`config.mk`:
```
export PLATFORM = sky130hd
export DESIGN_NAME = multicycle_controller
export DESIGN_NICKNAME = d
export VERILOG_FILES = /design/src/rtl/multicycle_controller.sv
export SDC_FILE = /design/constraint.sdc
export NUM_CORES = 1
export LEC_CHECK = 0
export CAP_MARGIN = 20
export CORE_UTILIZATION = 30
export DETAILED_ROUTE_END_ITERATION = 8
export PLACE_DENSITY = 0.75
export SLEW_MARGIN = 30
export SYNTH_ARGS = -nofsm -noshare
export SYNTH_HDL_FRONTEND = slang
export SYNTH_SLANG_ARGS = --single-unit
```
`constraint.sdc`:
```
create_clock -name i_clk -period 2.65 [get_ports i_clk]
set_input_delay 0.53 -clock i_clk [delete_from_list [all_inputs] [get_ports i_clk]]
set_output_delay 0.53 -clock i_clk [all_outputs]
set_load 0.05 [all_outputs]
```
`src/rtl/multicycle_controller.sv`:
```
// Multi-cycle RV32I control sequencer: steps each instruction through fetch,
// decode, execute, memory and writeback while steering the shared datapath.
module multicycle_controller #(
  parameter logic [3:0] RESET_STATE = 4'd0,
  parameter bit         MEM_WAIT_EN = 1'b1
) (
  input  logic        i_clk,
  input  logic        i_rst,
  input  logic [31:0] i_instr,
  input  logic        i_br_eq,
  input  logic        i_br_lt,
  input  logic        i_mem_ready,
  output logic        o_pc_write,
  output logic        o_ir_write,
  output logic        o_adr_src,
  output logic        o_mem_read_en,
  output logic        o_mem_write_en,
  output logic        o_reg_write_en,
  output logic [1:0]  o_alu_src_a,
  output logic [1:0]  o_alu_src_b,
  output logic [2:0]  o_imm_src,
  output logic [1:0]  o_result_src,
  output logic [3:0]  o_alu_control,
  output logic        o_br_un,
  output logic        o_illegal,
  output logic [3:0]  o_state
);

  typedef enum logic [3:0] {
    S_FETCH    = 4'd0,
    S_DECODE   = 4'd1,
    S_MEMADR   = 4'd2,
    S_MEMREAD  = 4'd3,
    S_MEMWB    = 4'd4,
    S_MEMWRITE = 4'd5,
    S_EXEC_R   = 4'd6,
    S_EXEC_I   = 4'd7,
    S_ALUWB    = 4'd8,
    S_BRANCH   = 4'd9,
    S_JAL      = 4'd10,
    S_JALR     = 4'd11,
    S_LUI      = 4'd12,
    S_AUIPC    = 4'd13,
    S_ILLEGAL  = 4'd14
  } state_t;

  localparam logic [6:0] OP_LOAD   = 7'b0000011;
  localparam logic [6:0] OP_STORE  = 7'b0100011;
  localparam logic [6:0] OP_R      = 7'b0110011;
  localparam logic [6:0] OP_I      = 7'b0010011;
  localparam logic [6:0] OP_BRANCH = 7'b1100011;
  localparam logic [6:0] OP_JAL    = 7'b1101111;
  localparam logic [6:0] OP_JALR   = 7'b1100111;
  localparam logic [6:0] OP_LUI    = 7'b0110111;
  localparam logic [6:0] OP_AUIPC  = 7'b0010111;

  localparam logic [2:0] IMM_I = 3'b000;
  localparam logic [2:0] IMM_S = 3'b001;
  localparam logic [2:0] IMM_B = 3'b010;
  localparam logic [2:0] IMM_U = 3'b100;

  localparam logic [3:0] ALU_ADD  = 4'b0000;
  localparam logic [3:0] ALU_SUB  = 4'b0001;
  localparam logic [3:0] ALU_SLL  = 4'b0010;
  localparam logic [3:0] ALU_SLT  = 4'b0011;
  localparam logic [3:0] ALU_SLTU = 4'b0100;
  localparam logic [3:0] ALU_XOR  = 4'b0101;
  localparam logic [3:0] ALU_SRL  = 4'b0110;
  localparam logic [3:0] ALU_SRA  = 4'b0111;
  localparam logic [3:0] ALU_OR   = 4'b1000;
  localparam logic [3:0] ALU_AND  = 4'b1001;

  typedef struct packed {
    logic       adr_src;
    logic       mem_read;
    logic       mem_write;
    logic       reg_write;
    logic       pc_write;
    logic [1:0] src_a;
    logic [1:0] src_b;
    logic [1:0] result_src;
  } moore_t;

  state_t     r_state;
  moore_t     r_moore;
  logic       r_illegal;

  state_t     w_next;
  logic       w_ready;
  logic [6:0] w_opcode;
  logic [2:0] w_funct3;
  logic       w_funct7_5;
  logic       w_take;
  logic       w_br_bad;
  logic [3:0] w_alu_op;
  logic       w_unused;

  assign w_opcode   = i_instr[6:0];
  assign w_funct3   = i_instr[14:12];
  assign w_funct7_5 = i_instr[30];
  assign w_unused   = ^{i_instr[31], i_instr[29:15], i_instr[11:7]};
  assign w_ready    = MEM_WAIT_EN ? i_mem_ready : 1'b1;

  // Datapath steering that depends only on the state; registered against the next state.
  function automatic moore_t mooreDecode(input state_t s);
    moore_t m;
    m = '0;
    case (s)
      S_FETCH:    begin m.mem_read = 1'b1; m.src_b = 2'b10; m.result_src = 2'b10; end
      S_DECODE:   begin m.src_a = 2'b01; m.src_b = 2'b01; end
      S_MEMADR:   begin m.src_a = 2'b10; m.src_b = 2'b01; end
      S_MEMREAD:  begin m.adr_src = 1'b1; m.mem_read = 1'b1; end
      S_MEMWB:    begin m.result_src = 2'b01; m.reg_write = 1'b1; end
      S_MEMWRITE: begin m.adr_src = 1'b1; m.mem_write = 1'b1; end
      S_EXEC_R:   begin m.src_a = 2'b10; m.src_b = 2'b00; end
      S_EXEC_I:   begin m.src_a = 2'b10; m.src_b = 2'b01; end
      S_ALUWB:    begin m.reg_write = 1'b1; end
      S_BRANCH:   begin m.src_a = 2'b10; m.src_b = 2'b00; end
      S_JAL:      begin m.src_a = 2'b01; m.src_b = 2'b10; m.pc_write = 1'b1; end
      S_JALR:     begin m.src_a = 2'b10; m.src_b = 2'b01; m.result_src = 2'b10; m.pc_write = 1'b1; end
      S_LUI:      begin m.src_a = 2'b11; m.src_b = 2'b01; end
      S_AUIPC:    begin m.src_a = 2'b01; m.src_b = 2'b01; end
      default:    ;
    endcase
    return m;
  endfunction

  always_comb begin
    w_next = r_state;
    case (r_state)
      S_FETCH:    if (w_ready) w_next = S_DECODE;
      S_DECODE: begin
        case (w_opcode)
          OP_LOAD, OP_STORE: w_next = S_MEMADR;
          OP_R:              w_next = S_EXEC_R;
          OP_I:              w_next = S_EXEC_I;
          OP_BRANCH:         w_next = S_BRANCH;
          OP_JAL:            w_next = S_JAL;
          OP_JALR:           w_next = S_JALR;
          OP_LUI:            w_next = S_LUI;
          OP_AUIPC:          w_next = S_AUIPC;
          default:           w_next = S_ILLEGAL;
        endcase
      end
      S_MEMADR:   w_next = w_opcode[5] ? S_MEMWRITE : S_MEMREAD;
      S_MEMREAD:  if (w_ready) w_next = S_MEMWB;
      S_MEMWB:    w_next = S_FETCH;
      S_MEMWRITE: if (w_ready) w_next = S_FETCH;
      S_EXEC_R:   w_next = S_ALUWB;
      S_EXEC_I:   w_next = S_ALUWB;
      S_ALUWB:    w_next = S_FETCH;
      S_BRANCH:   w_next = S_FETCH;
      S_JAL:      w_next = S_ALUWB;
      S_JALR:     w_next = S_JAL;
      S_LUI:      w_next = S_ALUWB;
      S_AUIPC:    w_next = S_ALUWB;
      S_ILLEGAL:  w_next = S_ILLEGAL;
      default:    w_next = S_ILLEGAL;
    endcase
  end

  // funct3 010/011 are not branches; they never take and flag the core illegal.
  always_comb begin
    w_take   = 1'b0;
    w_br_bad = 1'b0;
    case (w_funct3)
      3'b000:         w_take = i_br_eq;
      3'b001:         w_take = !i_br_eq;
      3'b100, 3'b110: w_take = i_br_lt;
      3'b101, 3'b111: w_take = !i_br_lt;
      default:        w_br_bad = 1'b1;
    endcase
  end

  // Bit 30 only means subtract for R-type; for immediates it is part of the constant except on srai.
  always_comb begin
    w_alu_op = ALU_ADD;
    case (w_funct3)
      3'b000:  w_alu_op = (w_opcode == OP_R && w_funct7_5) ? ALU_SUB : ALU_ADD;
      3'b001:  w_alu_op = ALU_SLL;
      3'b010:  w_alu_op = ALU_SLT;
      3'b011:  w_alu_op = ALU_SLTU;
      3'b100:  w_alu_op = ALU_XOR;
      3'b101:  w_alu_op = w_funct7_5 ? ALU_SRA : ALU_SRL;
      3'b110:  w_alu_op = ALU_OR;
      default: w_alu_op = ALU_AND;
    endcase
  end

  always_comb begin
    o_alu_control = ALU_ADD;
    o_imm_src     = IMM_I;
    o_br_un       = 1'b0;
    case (r_state)
      S_DECODE:           o_imm_src = IMM_B;
      S_MEMADR:           o_imm_src = w_opcode[5] ? IMM_S : IMM_I;
      S_EXEC_R, S_EXEC_I: o_alu_control = w_alu_op;
      S_BRANCH: begin
        o_alu_control = ALU_SUB;
        o_br_un       = w_funct3[2] & w_funct3[1];
      end
      S_LUI, S_AUIPC:     o_imm_src = IMM_U;
      default:            ;
    endcase
  end

  always_ff @(posedge i_clk) begin
    if (i_rst) begin
      r_state   <= state_t'(RESET_STATE);
      r_moore   <= mooreDecode(state_t'(RESET_STATE));
      r_illegal <= 1'b0;
    end else begin
      r_state <= w_next;
      r_moore <= mooreDecode(w_next);
      if (w_next == S_ILLEGAL || (r_state == S_BRANCH && w_br_bad)) begin
        r_illegal <= 1'b1;
      end
    end
  end

  assign o_pc_write     = r_moore.pc_write
                        | (r_state == S_FETCH && w_ready)
                        | (r_state == S_BRANCH && w_take);
  assign o_ir_write     = (r_state == S_FETCH) && w_ready;
  assign o_adr_src      = r_moore.adr_src;
  assign o_mem_read_en  = r_moore.mem_read;
  assign o_mem_write_en = r_moore.mem_write;
  assign o_reg_write_en = r_moore.reg_write;
  assign o_alu_src_a    = r_moore.src_a;
  assign o_alu_src_b    = r_moore.src_b;
  assign o_result_src   = r_moore.result_src;
  assign o_illegal      = r_illegal;
  assign o_state        = r_state;

endmodule

```
==> results of run 1 <==
==> final timing paths <==
kind | from | to | slack, ns | depth (start not counted)
setup / recovery | i_instr[2] | o_alu_control[0] | 0.09 | 7
setup reg to reg | o_state[3] | o_alu_src_b[0] | 0.46 | 6
hold reg to reg | o_illegal | o_illegal | 0.53 | 2
hold / removal | o_illegal | o_illegal | 0.53 | 2
==> tightest hold or removal path, stage by stage, from the launching register on <==
cell and delay [ns]:
dfxtp_1 0.31, nor2_1 0.10, a21oi_1 0.07
==> final cells by class <==
| class | instances | area [um2] | share of cell area [%] |
|---|---|---|---|
| multi-input combinational | 97 | 699 | 42.2 |
| timing repair buffer | 47 | 533 | 32.2 |
| tap | 46 | 57.6 | 3.47 |
| clock buffer | 3 | 22.5 | 1.36 |
| sequential | 16 | 327 | 19.7 |
| inverter | 5 | 18.8 | 1.13 |
==> synthesized netlist by cell type, types with 2 or more instances <==
master and n:
a31oi_1 2, nor2_1 19, and2_1 3, a311oi_1 2, buf_2 2, dfxtp_1 16
nand3_1 2, buf_4 7, inv_1 5, clkbuf_1 4, or2_1 3, a21oi_1 5
nand2b_1 2, xnor2_1 3, mux2i_1 2, o41ai_1 2, o21ai_0 3, nor3_1 6
nor4_1 6, o21bai_1 2, nand2_1 7, a211oi_1 5
==> power breakdown <==
part           switching [uW]  internal [uW]  total (uW)  leakage (uW)
registers                32.6            278         310      0.000133
logic                     331            214         544      0.000464
clock network            67.6           52.7         120     0.0000138
==> flip-flops by register name (all words and copies together) (netlist names) <==
name / count
o_alu_src_a: 2
o_mem_read_en: 1
o_state: 4
o_mem_write_en: 1
o_reg_write_en: 1
o_illegal: 1
o_result_src: 2
o_alu_src_b: 2
r_moore: 1
o_adr_src: 1
==> logic make-up after synthesis <==
group                  after synthesis  synth area share (%)
AND/OR/NAND/NOR                     59                  31.4
AO/OA/AOI/OAI                       32                  23.6
multiplexers                         2                  1.86
XOR/XNOR                             4                  3.26
flip-flops                          16                  29.8
buffers and inverters               19                  10.0
==> cell usage in the layout, fill, tap and decap left out, types with 3 or more instances in the layout <==
cell type,n
a211oi_1,5
a21oi_1,5
and2_1,3
buf_12,8
buf_4,8
clkbuf_4,3
clkdlybuf4s50_1,30
dfxtp_1,13
inv_1,5
nand2_1,7
nor2_1,19
nor3_1,5
nor4_1,5
o21ai_0,3
or2_1,3
xnor2_1,3
==> routing by layer <==
metal | routed length [um] | GRT usage (%) | vias up
li1 | - | - | 555
met1 | 1240 | 17.7 | 540
met2 | 1420 | 27.2 | 28
met3 | 112 | 4.97 | 6
met4 | 39 | 4.13 | 0
met5 | 0 | 0 | -
==> through the flow <==
stage | TNS (ns) | worst slack (ns) | area, um2 | hold WS, ns | utilization (%)
floorplan | -0.237 | -0.237 | 1130 | 0.593 | -
global placement | 0 | 0.0338 | 1630 | 0.516 | 48.0
detailed placement | -0.0956 | -0.0505 | 1630 | 0.520 | 48.0
CTS | 0 | 0.0124 | 1650 | 0.531 | 48.8
global route | 0 | 0.0152 | 1660 | 0.581 | 48.9
finish | 0 | 0.0947 | 1660 | 0.527 | 48.9
==> what timing repair did <==
action | CTS | global route
pin swaps | 0 | 1
hold buffers | 0 | 0
setup endpoints to repair | 1 | 2
resized for setup | 1 | 2
==> results.json, run 1 <==
{
  "tightestPinTransition_ns": 0.547,
  "maxCapViolations": 0,
  "end_kind": "primary output",
  "drt_iter0_drc": 39,
  "num_antenna_cells": 0,
  "avgRoutedWirePerCell_um": 13.1,
  "synth_area_leaders": "dfxtp_1, nor2_1, buf_4",
  "syn_to_final_growth_pct": 54.2,
  "synth-seq-cells": 16,
  "num_vias": 1129,
  "route.detailed.drc": 0,
  "worstSetupPathType": "input pin to primary output",
  "die-area_mm2": 0.00383,
  "slew_headroom_pct": 63.4,
  "ctsRootBufferMaster": "clkbuf_4",
  "ys_types": 46,
  "cellLeakagePower_uw": 0.000611,
  "grt_max_degree": 15,
  "status": "complete, no violations",
  "routed_wl_um": 2800,
  "crit_path_cell_trace": "clkdlybuf4s50_1, nor3_2, nand3_1, nor2_1, a211oi_1, o41ai_4, buf_12",
  "fin_crit_sh_pct": 96.4,
  "synth_seq_area_share_pct": 29.8,
  "slew_viol_final": 0,
  "nets": 207,
  "yosysWarnings": 0,
  "cts_buffers": 3,
  "antenna_found_initial": 0,
  "placed_cells": 211,
  "crit_fanout": 2,
  "layout-drive-gt1-share_pct": 21.4,
  "cp_slowest_cell": "clkdlybuf4s50_1",
  "io_pins": 62,
  "std_cell_rows": 21,
  "crit_family": "buffers and inverters",
  "die_h_um": 61.9,
  "place_congestion": 0.777,
  "async_flop_share_pct": 0,
  "clk_pin_slew_worst_paths_ns": 0.08,
  "p_total_uw": 975,
  "clock_latency_ns": 0.28,
  "power.density_mw_per_mm2": 588,
  "grt_pass1_vias": 1035,
  "syn_area_mm2": 0.00107,
  "fin_crit_ns": 2.56,
  "max-vdd-ir-drop_mv": 0.358,
  "cp.arrival_ns": 2.03,
  "max_stage_delay_ns": 0.46,
  "setup_viol": 0,
  "cts_tree": "done",
  "netlist_instances": 132,
  "clkSinkCount": 16,
  "coreArea_mm2": 0.00339,
  "die_w_um": 61.9,
  "drtAntennaViolNets": 0,
  "h-tree-depth": 1,
  "numPortBuffers": 40,
  "critPathRequiredTime_ns": 2.12,
  "worstSetupStartpointType": "input pin",
  "hold_viol": 0,
  "post-cts-setup-buffers": 0,
  "syn_area_per_cell_um2": 8.14,
  "max_freq_ghz": 0.391,
  "synth_edf_count": 0,
  "dp_hpwl_um": 2190,
  "grt_util_all_layers_pct": 15.3,
  "initial_core_util_pct": 31.7,
  "grt_pass1_wl_um": 4370,
  "netlist.area_leader.share_pct": 29.8,
  "critPathBufInv": 2,
  "clk_path_buf_depth": 2,
  "grt.overflow.total": 0,
  "instances_no_fill": 214,
  "n_fill_cell": 313,
  "yosys.area.top_type": "dfxtp_1",
  "hp-class": "flip-flop to flip-flop",
  "synth_nets": 169,
  "avgViaCountPerCell": 5.28,
  "rsz0062_at_grt": "no",
  "clock_skew_ns": 0.00721,
  "yosys_most_used_dff": "dfxtp_1",
  "dr.pass1.iters": 6
}
No activity file was read; power rests on OpenSTA's default activity.
==> run 2: changes to the inputs <==
CORE_MARGIN = 5   (was default)
GPL_TIMING_DRIVEN = 1   (was default)
==> run 2 against run 1 <==
Net effect: via count decreased by 0.80%; design area increased by 0.68%; first-iteration DRC count increased by 64%; hold slack improved by 0.0086 ns; critical endpoint unchanged; sequential share of layout area decreased by 0.28 points; clock skew decreased by 0.0028 ns; register-to-register slack got worse by 0.06 ns; setup slack got worse by 0.049 ns; sequential cell count unchanged.
==> results.json, run 2 (synthesized netlist as in run 1, its figures left out) <==
{
  "status": "complete, no violations",
  "cellLeakagePower_uw": 0.000617,
  "cts_tree": "done",
  "largest_reg_flops": 4,
  "critPathRequiredTime_ns": 2.12,
  "clock_latency_ns": 0.30,
  "drt_iter0_drc": 64,
  "cp.arrival_ns": 2.07,
  "hold_viol": 0,
  "pre_cts_slack_ns": -0.0514,
  "fin_ws_ns": 0.0454,
  "numPortBuffers": 40,
  "num_vias": 1120,
  "avgViaCountPerCell": 5.21,
  "clkSinkCount": 16,
  "instances_no_fill": 215,
  "initial_core_util_pct": 31.7,
  "ctsRootBufferMaster": "clkbuf_4",
  "clock_skew_ns": 0.00438,
  "route.detailed.drc": 0,
  "p_total_uw": 1030,
  "grt_util_all_layers_pct": 12.9,
  "place_congestion": 0.891,
  "avgRoutedWirePerCell_um": 14.6,
  "slew_headroom_pct": 64.9,
  "ctsHoldBuffers": 0,
  "tightestPinTransition_ns": 0.525,
  "dr.pass1.iters": 4,
  "cts_buffers": 3,
  "grt_max_degree": 15,
  "fin_crit_sh_pct": 98.3,
  "syn_to_final_growth_pct": 55.3,
  "placed_cells": 211,
  "end_kind": "primary output",
  "fin_hold_ws_ns": 0.536,
  "power.density_mw_per_mm2": 619,
  "grt_pass1_wl_um": 5240,
  "setup_viol": 0,
  "grt.overflow.total": 0,
  "max_freq_ghz": 0.384,
  "hp-class": "flip-flop to flip-flop",
  "std_cell_rows": 21,
  "max_stage_delay_ns": 0.47,
  "rsz0062_at_grt": "yes",
  "coreArea_mm2": 0.00339,
  "nets": 207,
  "die_h_um": 69.9,
  "cp_slowest_cell": "clkdlybuf4s50_1",
  "final_cell_mix": "clkdlybuf4s50_1, nor2_1, dfxtp_1, buf_12, buf_4",
  "slew_viol_final": 0,
  "worstSetupPathType": "input pin to primary output",
  "crit_path_cell_trace": "clkdlybuf4s50_1, nor3_2, nand3_1, nor2_1, a211oi_1, o41ai_4, buf_12",
  "final_common_cell": "clkdlybuf4s50_1",
  "layout-drive-gt1-share_pct": 21.9,
  "max-vdd-ir-drop_mv": 0.243,
  "worstSetupStartpointType": "input pin",
  "maxCapViolations": 0,
  "h-tree-depth": 1,
  "final_util_pct": 49.2,
  "num_antenna_cells": 0,
  "die-area_mm2": 0.00488,
  "crit_fanout": 3,
  "antenna_found_initial": 0,
  "die_w_um": 69.9,
  "clk_path_buf_depth": 2,
  "routed_wl_um": 3140,
  "dp_hpwl_um": 2430,
  "io_pins": 62,
  "fin_crit_ns": 2.60,
  "grt_pass1_vias": 1144,
  "drtAntennaViolNets": 0,
  "clk_pin_slew_worst_paths_ns": 0.09
}
-- run 2: cell count changes in the layout (fill, tap and decap cells not counted), sizes merged --
cell    before  now
clkbuf       3    4
-- run 2: final cells by class --
cell class              instances  area [um2]
clock buffers                   4        36.3
fillers                       313        1720
inverters                       5        18.8
multi-input cells              97         699
flip-flops and latches         16         324
well taps                      46        57.6
repair buffers                 47         533
-- run 2: worst paths after layout --
path	start	endpoint	slack, ns	depth (start not counted)
min reg2reg	o_illegal	o_illegal	0.54	2
max	i_instr[2]	o_alu_control[0]	0.05	7
min	o_illegal	o_illegal	0.54	2
max reg2reg	o_state[3]	o_alu_src_a[1]	0.40	7
-- run 2: timing repair --
action,CTS,global route
endpoints found under the setup margin,1,2
setup buffers,0,0
pin swaps,0,1
resized for setup,1,1
-- run 2: per-layer routing --
layer  up-vias  track usage [%]  wire (um)
li1        555                -          -
met1       527             13.5       1260
met2        34             24.9       1690
met3         4             3.01        161
met4         0             4.04         35
met5         -                0          0
-- run 2: stage by stage --
step | TNS, ns | cell area (um2)
final | 0 | 1670
after global routing | -0.0369 | 1670
after CTS | 0 | 1670
after detailed placement | -0.0974 | 1630
after global placement | 0 | 1630
after floorplan | -0.237 | 1130
-- run 2: where the power goes --
part | total (uW) | internal [uW] | switching [uW]
registers | 311 | 278 | 32.9
clock network | 171 | 84.0 | 86.7
logic | 552 | 217 | 335
-- run 2: critical path, delay by kind of cell --
kind	cells	cell delay, ns
buffers and inverters	2	0.65
AND/OR/NAND/NOR	3	0.49
AO/OA/AOI/OAI	2	0.39
